[src/rtl/act_pkg.sv]
// Shared constants and types for the activation SRAM writers.
// Word geometry: 3 channels x 9 activations (3x3 tile) x 10 bits.
package act_pkg;
    localparam int CH_NUM       = 3;
    localparam int ACT_PER_ADDR = 9;
    localparam int BW_PER_ACT   = 10;

    localparam int WORD_W = CH_NUM * ACT_PER_ADDR * BW_PER_ACT;
    localparam int MASK_W = CH_NUM * ACT_PER_ADDR;
    localparam int ADDR_W = 9;
    localparam int PIX_W  = CH_NUM * BW_PER_ACT;

    localparam int DEF_IMG_W = 72;
    localparam int DEF_IMG_H = 60;

    typedef enum logic [1:0] {
        ST_IDLE  = 2'd0,
        ST_LOAD  = 2'd1,
        ST_FLUSH = 2'd2
    } act_state_e;
endpackage

[src/rtl/act_row_packer.sv]
// Places one tile row (three pixels) into a masked 270-bit activation word.
// Activation index for channel c, tile row r, tile column k is c*9 + r*3 + k.
module act_row_packer
    import act_pkg::*;
(
    input  logic [1:0]        sub_row,
    input  logic [PIX_W-1:0]  pix0,
    input  logic [PIX_W-1:0]  pix1,
    input  logic [PIX_W-1:0]  pix2,
    output logic [MASK_W-1:0] wordmask,
    output logic [WORD_W-1:0] wdata
);
    logic [PIX_W-1:0] pix [3];

    assign pix[0] = pix0;
    assign pix[1] = pix1;
    assign pix[2] = pix2;

    // Mask bit 1 keeps the old SRAM contents; only the selected tile row is written.
    for (genvar i = 0; i < MASK_W; i++) begin : g_act
        localparam int C = i / ACT_PER_ADDR;
        localparam int R = (i % ACT_PER_ADDR) / 3;
        localparam int K = i % 3;

        logic hit;

        assign hit         = (sub_row == 2'(R));
        assign wordmask[i] = ~hit;
        assign wdata[i*BW_PER_ACT +: BW_PER_ACT] =
            hit ? pix[K][C*BW_PER_ACT +: BW_PER_ACT] : '0;
    end
endmodule

[src/rtl/act_sram_loader.sv]
// Raster-order pixel loader: packs 3x3 tiles into the activation SRAM,
// one masked write per completed tile row, one frame per start pulse.
module act_sram_loader
    import act_pkg::*;
#(
    parameter int IMG_W = DEF_IMG_W,
    parameter int IMG_H = DEF_IMG_H
) (
    input  logic              clk,
    input  logic              rst_n,
    input  logic              start,
    input  logic              in_valid,
    output logic              in_ready,
    input  logic [PIX_W-1:0]  in_data,
    output logic              sram_csb,
    output logic              sram_wsb,
    output logic [ADDR_W-1:0] sram_waddr,
    output logic [MASK_W-1:0] sram_wordmask,
    output logic [WORD_W-1:0] sram_wdata,
    output logic              busy,
    output logic              done,
    output logic [1:0]        fsm_state
);
    localparam int BLK_W = IMG_W / 3;
    localparam int BLK_H = IMG_H / 3;

    localparam logic [1:0] IDLE  = ST_IDLE;
    localparam logic [1:0] LOAD  = ST_LOAD;
    localparam logic [1:0] FLUSH = ST_FLUSH;

    localparam logic [ADDR_W-1:0] ONE_A    = ADDR_W'(1);
    localparam logic [ADDR_W-1:0] BLK_W_A  = ADDR_W'(BLK_W);
    localparam logic [ADDR_W-1:0] LAST_COL = ADDR_W'(BLK_W - 1);
    localparam logic [ADDR_W-1:0] LAST_ROW = ADDR_W'(BLK_H - 1);

    logic [1:0]         state;
    logic [1:0]         sub_col;
    logic [1:0]         sub_row;
    logic [ADDR_W-1:0]  blk_col;
    logic [ADDR_W-1:0]  blk_row;
    logic [ADDR_W-1:0]  row_base;
    logic [2*PIX_W-1:0] stage;

    logic               accept;
    logic               col_wrap;
    logic               blk_col_wrap;
    logic               row_wrap;
    logic               last_pix;
    logic [MASK_W-1:0]  pk_mask;
    logic [WORD_W-1:0]  pk_data;

    // Handshake: a pixel transfers on a rising edge where in_valid && in_ready;
    // in_ready is high for the whole LOAD state and nothing ever stalls it.
    assign accept       = in_valid && in_ready;
    assign col_wrap     = (sub_col == 2'd2);
    assign blk_col_wrap = col_wrap && (blk_col == LAST_COL);
    assign row_wrap     = blk_col_wrap && (sub_row == 2'd2);
    assign last_pix     = row_wrap && (blk_row == LAST_ROW);
    assign fsm_state    = state;

    act_row_packer u_packer (
        .sub_row  (sub_row),
        .pix0     (stage[PIX_W-1:0]),
        .pix1     (stage[2*PIX_W-1:PIX_W]),
        .pix2     (in_data),
        .wordmask (pk_mask),
        .wdata    (pk_data)
    );

    always_ff @(posedge clk or negedge rst_n) begin
        if (!rst_n) begin
            state         <= IDLE;
            in_ready      <= 1'b0;
            busy          <= 1'b0;
            done          <= 1'b0;
            sram_csb      <= 1'b1;
            sram_wsb      <= 1'b1;
            sram_waddr    <= '0;
            sram_wordmask <= '1;
            sram_wdata    <= '0;
            sub_col       <= 2'd0;
            sub_row       <= 2'd0;
            blk_col       <= '0;
            blk_row       <= '0;
            row_base      <= '0;
            stage         <= '0;
        end else begin
            sram_csb <= 1'b1;
            sram_wsb <= 1'b1;
            done     <= 1'b0;
            case (state)
                IDLE: begin
                    if (start) begin
                        state    <= LOAD;
                        in_ready <= 1'b1;
                        busy     <= 1'b1;
                        sub_col  <= 2'd0;
                        sub_row  <= 2'd0;
                        blk_col  <= '0;
                        blk_row  <= '0;
                        row_base <= '0;
                    end
                end
                LOAD: begin
                    if (accept) begin
                        sub_col <= col_wrap ? 2'd0 : sub_col + 2'd1;
                        if (sub_col == 2'd0) stage[PIX_W-1:0]       <= in_data;
                        if (sub_col == 2'd1) stage[2*PIX_W-1:PIX_W] <= in_data;
                        // Third pixel of a tile row: launch the coalesced write.
                        if (col_wrap) begin
                            blk_col       <= blk_col_wrap ? '0 : blk_col + ONE_A;
                            sram_csb      <= 1'b0;
                            sram_wsb      <= 1'b0;
                            sram_waddr    <= row_base + blk_col;
                            sram_wordmask <= pk_mask;
                            sram_wdata    <= pk_data;
                        end
                        if (blk_col_wrap) sub_row <= row_wrap ? 2'd0 : sub_row + 2'd1;
                        if (row_wrap) begin
                            blk_row  <= last_pix ? '0 : blk_row + ONE_A;
                            row_base <= last_pix ? '0 : row_base + BLK_W_A;
                        end
                        if (last_pix) begin
                            state    <= FLUSH;
                            in_ready <= 1'b0;
                            done     <= 1'b1;
                        end
                    end
                end
                FLUSH: begin
                    state <= IDLE;
                    busy  <= 1'b0;
                end
                default: begin
                    state    <= IDLE;
                    in_ready <= 1'b0;
                    busy     <= 1'b0;
                end
            endcase
        end
    end
endmodule

[config.mk]
export PLATFORM = sky130hd
export DESIGN_NAME = act_sram_loader
export DESIGN_NICKNAME = d
export VERILOG_FILES = /design/src/rtl/act_pkg.sv /design/src/rtl/act_row_packer.sv /design/src/rtl/act_sram_loader.sv
export SDC_FILE = /design/constraint.sdc
export NUM_CORES = 1
export LEC_CHECK = 0
export ABC_AREA = 1
export CORE_MARGIN = 2
export CORE_UTILIZATION = 50
export DETAILED_ROUTE_END_ITERATION = 7
export PLACE_DENSITY = 0.81
export SLEW_MARGIN = 25
export SYNTH_ARGS = -nofsm -noshare
export SYNTH_HDL_FRONTEND = slang
export SYNTH_SLANG_ARGS = --single-unit
[constraint.sdc]
create_clock -name clk -period 2 [get_ports clk]
set_clock_uncertainty 0.1 [all_clocks]
set_input_delay 0.5 -clock clk [delete_from_list [all_inputs] [get_ports clk]]
set_output_delay 0.5 -clock clk [all_outputs]
set_load 0.02 [all_outputs]
==> impl_summary.md <==
Synth
The cell count after synthesis came out at 1516. The cell area after synthesis is 0.0146 mm2. Synthesis produced a netlist with a net count of 1559. Counting flops and latches in the post-synthesis netlist gives 376.

Ranked by total cell area, the synthesized netlist is headed by sky130_fd_sc_hd__dfrtp_1 (64%), sky130_fd_sc_hd__nand2_1 (11%), sky130_fd_sc_hd__o21ai_1 (6.9%). Yosys mapped the design onto 35 distinct sky130hd cell types. The number of synthesis warnings is 0. Of the post-synthesis cell area, the dominant cell type holds 0.637. The number of synthesized flops with an enable pin is 0.

The sequential fraction of the synthesis area is 0.644. In this run the mean area of a mapped cell was 9.64 um2. The proportion of register bits with asynchronous set or reset after synthesis is 1.00. The most used flip-flop cell after synthesis is sky130_fd_sc_hd__dfrtp_1.

The biggest area contributor in the post-synthesis netlist is sky130_fd_sc_hd__dfrtp_1.

Critical path
The reg2reg setup slack is 0.20 ns. The number of cells traversed by the worst register-to-register path is 8. The biggest fanout along the worst timing path is 5. STA classifies the critical path startpoint as a flip-flop. The worst setup path is captured at an output pin.

The endpoint arrival time on the critical path is 1.38 ns. At the worst endpoint, the required time is 1.40 ns. The endpoint of the lowest-slack register-to-register path is sram_wdata[107]$_DFFE_PN0P_. The category of the most critical setup path is reg -> out.

The reg-to-reg critical path startpoint is fsm_state[1]$_DFFE_PN0P_.

GRT
The pin count of the biggest net entering global routing is 61. The global router's overall resource usage is 0.261. The first global-routing pass estimated 64.0 mm of wire. The number of antenna violations at the first check in global routing is 0.

The total grt overflow is 0. The number of global-route vias before repair came to 11900.

Routing
The final route contains 12000 vias. Wires add up to 39.5 mm. Once detail routing completed, the nets flagged for antenna violations numbered 0. In the final routed layout, each cell accounts on average for 17.4 um. The detailed-route DRC error count is 0. After the first detailed-routing iteration, the DRC count stood at 868. For this run, the detailed router's first-pass iteration total came to 5. The via count normalized by instance count is 5.27.

STA
The count of final setup violators is 0. The final total negative setup slack is 0 ns. The portion of the clock cycle consumed by the worst path in the final layout is 0.992. Setup repair after global routing could not meet its margin everywhere. The maximum operating frequency is 504 MHz. The number of max-slew violations in the final report was 0. The time the worst path needs with I/O delays and setup is 1.98 ns. The tightest hold path in the finished design has a slack of 0.341 ns. The number of hold violations in the final report was 0.

Placement
Routability-driven placement finished with a final weighted congestion of 0.839. The total cell area at the placement stage is 0.0187 mm2. Input and output buffers added on the ports amount to 346. The HPWL after detailed placement is 26.6 mm.

Floorplanning
The height of the chip is 175 um. The region available for standard cell placement spans 0.0288 mm2. Measured along the x axis, the die boundary spans 175 um. The floorplan step defined a die boundary enclosing 0.0306 mm2. The initial utilization of the core area, before any placement, comes to 0.508. The count of boundary I/O pins is 347.

The total number of placement rows is 62.

Pwr
The post-route total power is 25.3 mW. The power density normalized to cell area is 1290 mW/mm2. IR analysis of the VDD net gives a maximum drop of 936 uV. The analysis attributes to cell leakage a power of 10.4 nW.

CTS
The number of clock sinks is 376. CTS built an H-tree with a depth of 2. The CTS buffer count is 38. The tree is rooted in a sky130_fd_sc_hd__clkbuf_16. The insertion delay of the later-clocked pin in the worst-skew pair is 0.52 ns.

The TritonCTS clock tree is done. After clock tree synthesis, the clock-pin slew on the worst setup and hold paths is 0.06 ns. In this run the deepest clock path goes through 3 buffers.

Final layout
Leaving out fill and tap cells, the most frequent cells in the layout are sky130_fd_sc_hd__nand2_1 (412), sky130_fd_sc_hd__dfrtp_1 (372), sky130_fd_sc_hd__dlygate4sd2_1 (285). The final antenna diode count is 0. The finished cells cover 0.0196 mm2. At the end of the flow, the number of nets in the layout was 1899. The ratio of cells with drive above 1 in the final layout is 0.0902.

The area overhead of the layout relative to synthesis is 33.8%. Leaving out fill and tap cells, the most frequent cell in the layout is sky130_fd_sc_hd__nand2_1. Fill cells in the final layout number 2229.

Flow run
The number of violations of the max-capacitance limit is 0.

Worst hold path
The class of the worst hold path is in -> async.

Outcome
The flow ran to the end, and the final reports show no timing, DRC or antenna violations.
Yosys cell counts (4+ instances only):
cell                       instances
sky130_fd_sc_hd__inv_1           129
sky130_fd_sc_hd__dfstp_2           4
sky130_fd_sc_hd__o21ai_1         201
sky130_fd_sc_hd__clkbuf_1         20
sky130_fd_sc_hd__nand4_1           4
sky130_fd_sc_hd__nor2_1           30
sky130_fd_sc_hd__nand3_1          39
sky130_fd_sc_hd__buf_4            26
sky130_fd_sc_hd__a21oi_1           9
sky130_fd_sc_hd__xnor2_1           5
sky130_fd_sc_hd__ha_1              9
sky130_fd_sc_hd__o21ai_0         163
sky130_fd_sc_hd__nand2_1         412
sky130_fd_sc_hd__dfrtp_1         372
sky130_fd_sc_hd__inv_2             7
sky130_fd_sc_hd__buf_2            49
sky130_fd_sc_hd__nand2_2           5
sky130_fd_sc_hd__buf_1             4
sky130_fd_sc_hd__o21a_1            4
sequential cells by signal, summed over array words and instances (netlist names), 2 cells and up:
register / flops
sram_waddr: 9
sram_wordmask: 3
blk_col: 9
sub_col: 2
sram_wdata: 270
fsm_state: 2
stage: 60
row_base: 6
blk_row: 9
sub_row: 2
metal layers:
metal	track usage	share of wire
met1	0.335	0.41
met4	0.0889	0.033
met5	0	0
met3	0.0568	0.069
met2	0.441	0.49
where the power goes:
group / switching (mW) / total, mW / internal [mW]
registers: 1.07 / 10.5 / 9.41
logic: 4.81 / 7.41 / 2.60
clock network: 2.95 / 7.42 / 4.47
timing repair:
item | CTS | global route
buffers inserted | 5 | 0
setup endpoints to repair | 313 | 15
hold buffers | 1 | 0
resized for setup | 401 | 5
endpoints found under the hold margin | 23 | 0
area by class of cell:
type / count / area (um2) / area share
clock inverter: 22 / 293 / 0.0150
multi-input combinational: 901 / 4160 / 0.213
tap: 384 / 480 / 0.0246
inverter: 136 / 518 / 0.0265
timing repair buffer: 403 / 3660 / 0.187
clock buffer: 47 / 1030 / 0.0525
sequential: 376 / 9410 / 0.481
cells by family after synthesis:
| kind of cell | Yosys count | share of synthesized area |
|---|---|---|
| compound gates | 381 | 0.132 |
| simple gates | 503 | 0.138 |
| xor+xnor | 7 | 0.00419 |
| other cells | 1 | 0.000257 |
| flops | 376 | 0.644 |
| fa+ha+maj | 9 | 0.00770 |
| buf+inv | 239 | 0.0739 |
critical path: stages (launching register included):
cell and delay [ns]:
sky130_fd_sc_hd__dfstp_2 0.53, sky130_fd_sc_hd__buf_4 0.16, sky130_fd_sc_hd__buf_2 0.18
how the worst max path moves through the flow:
| stage | start | to | slack, ns |
|---|---|---|---|
| global route | sram_wordmask[17]$_DFFE_PN1P_ | sram_wordmask[8] | -0.04 |
| finish | sram_wordmask[17]$_DFFE_PN1P_ | sram_wordmask[8] | 0.02 |
| CTS | sram_wordmask[17]$_DFFE_PN1P_ | sram_wordmask[26] | 0.0004 |
| global placement | in_valid | sram_wdata[29]$_DFFE_PN0P_ | -0.24 |
| floorplan | fsm_state[1]$_DFFE_PN0P_ | sram_wdata[60]$_DFFE_PN0P_ | 0.37 |
| detailed placement | in_valid | sram_wdata[113]$_DFFE_PN0P_ | -0.31 |
through the flow:
| step | cells | util | setup WS [ns] |
|---|---|---|---|
| finish | 2269 | 0.679 | 0.0162 |
| global route | 2269 | 0.679 | -0.0356 |
| CTS | 2269 | 0.679 | 0.000447 |
| detailed placement | 2194 | 0.648 | -0.306 |
| global placement | 2194 | 0.648 | -0.245 |
| floorplan | 1516 | - | 0.367 |
Note: power is estimated with default switching activity, not from simulation.
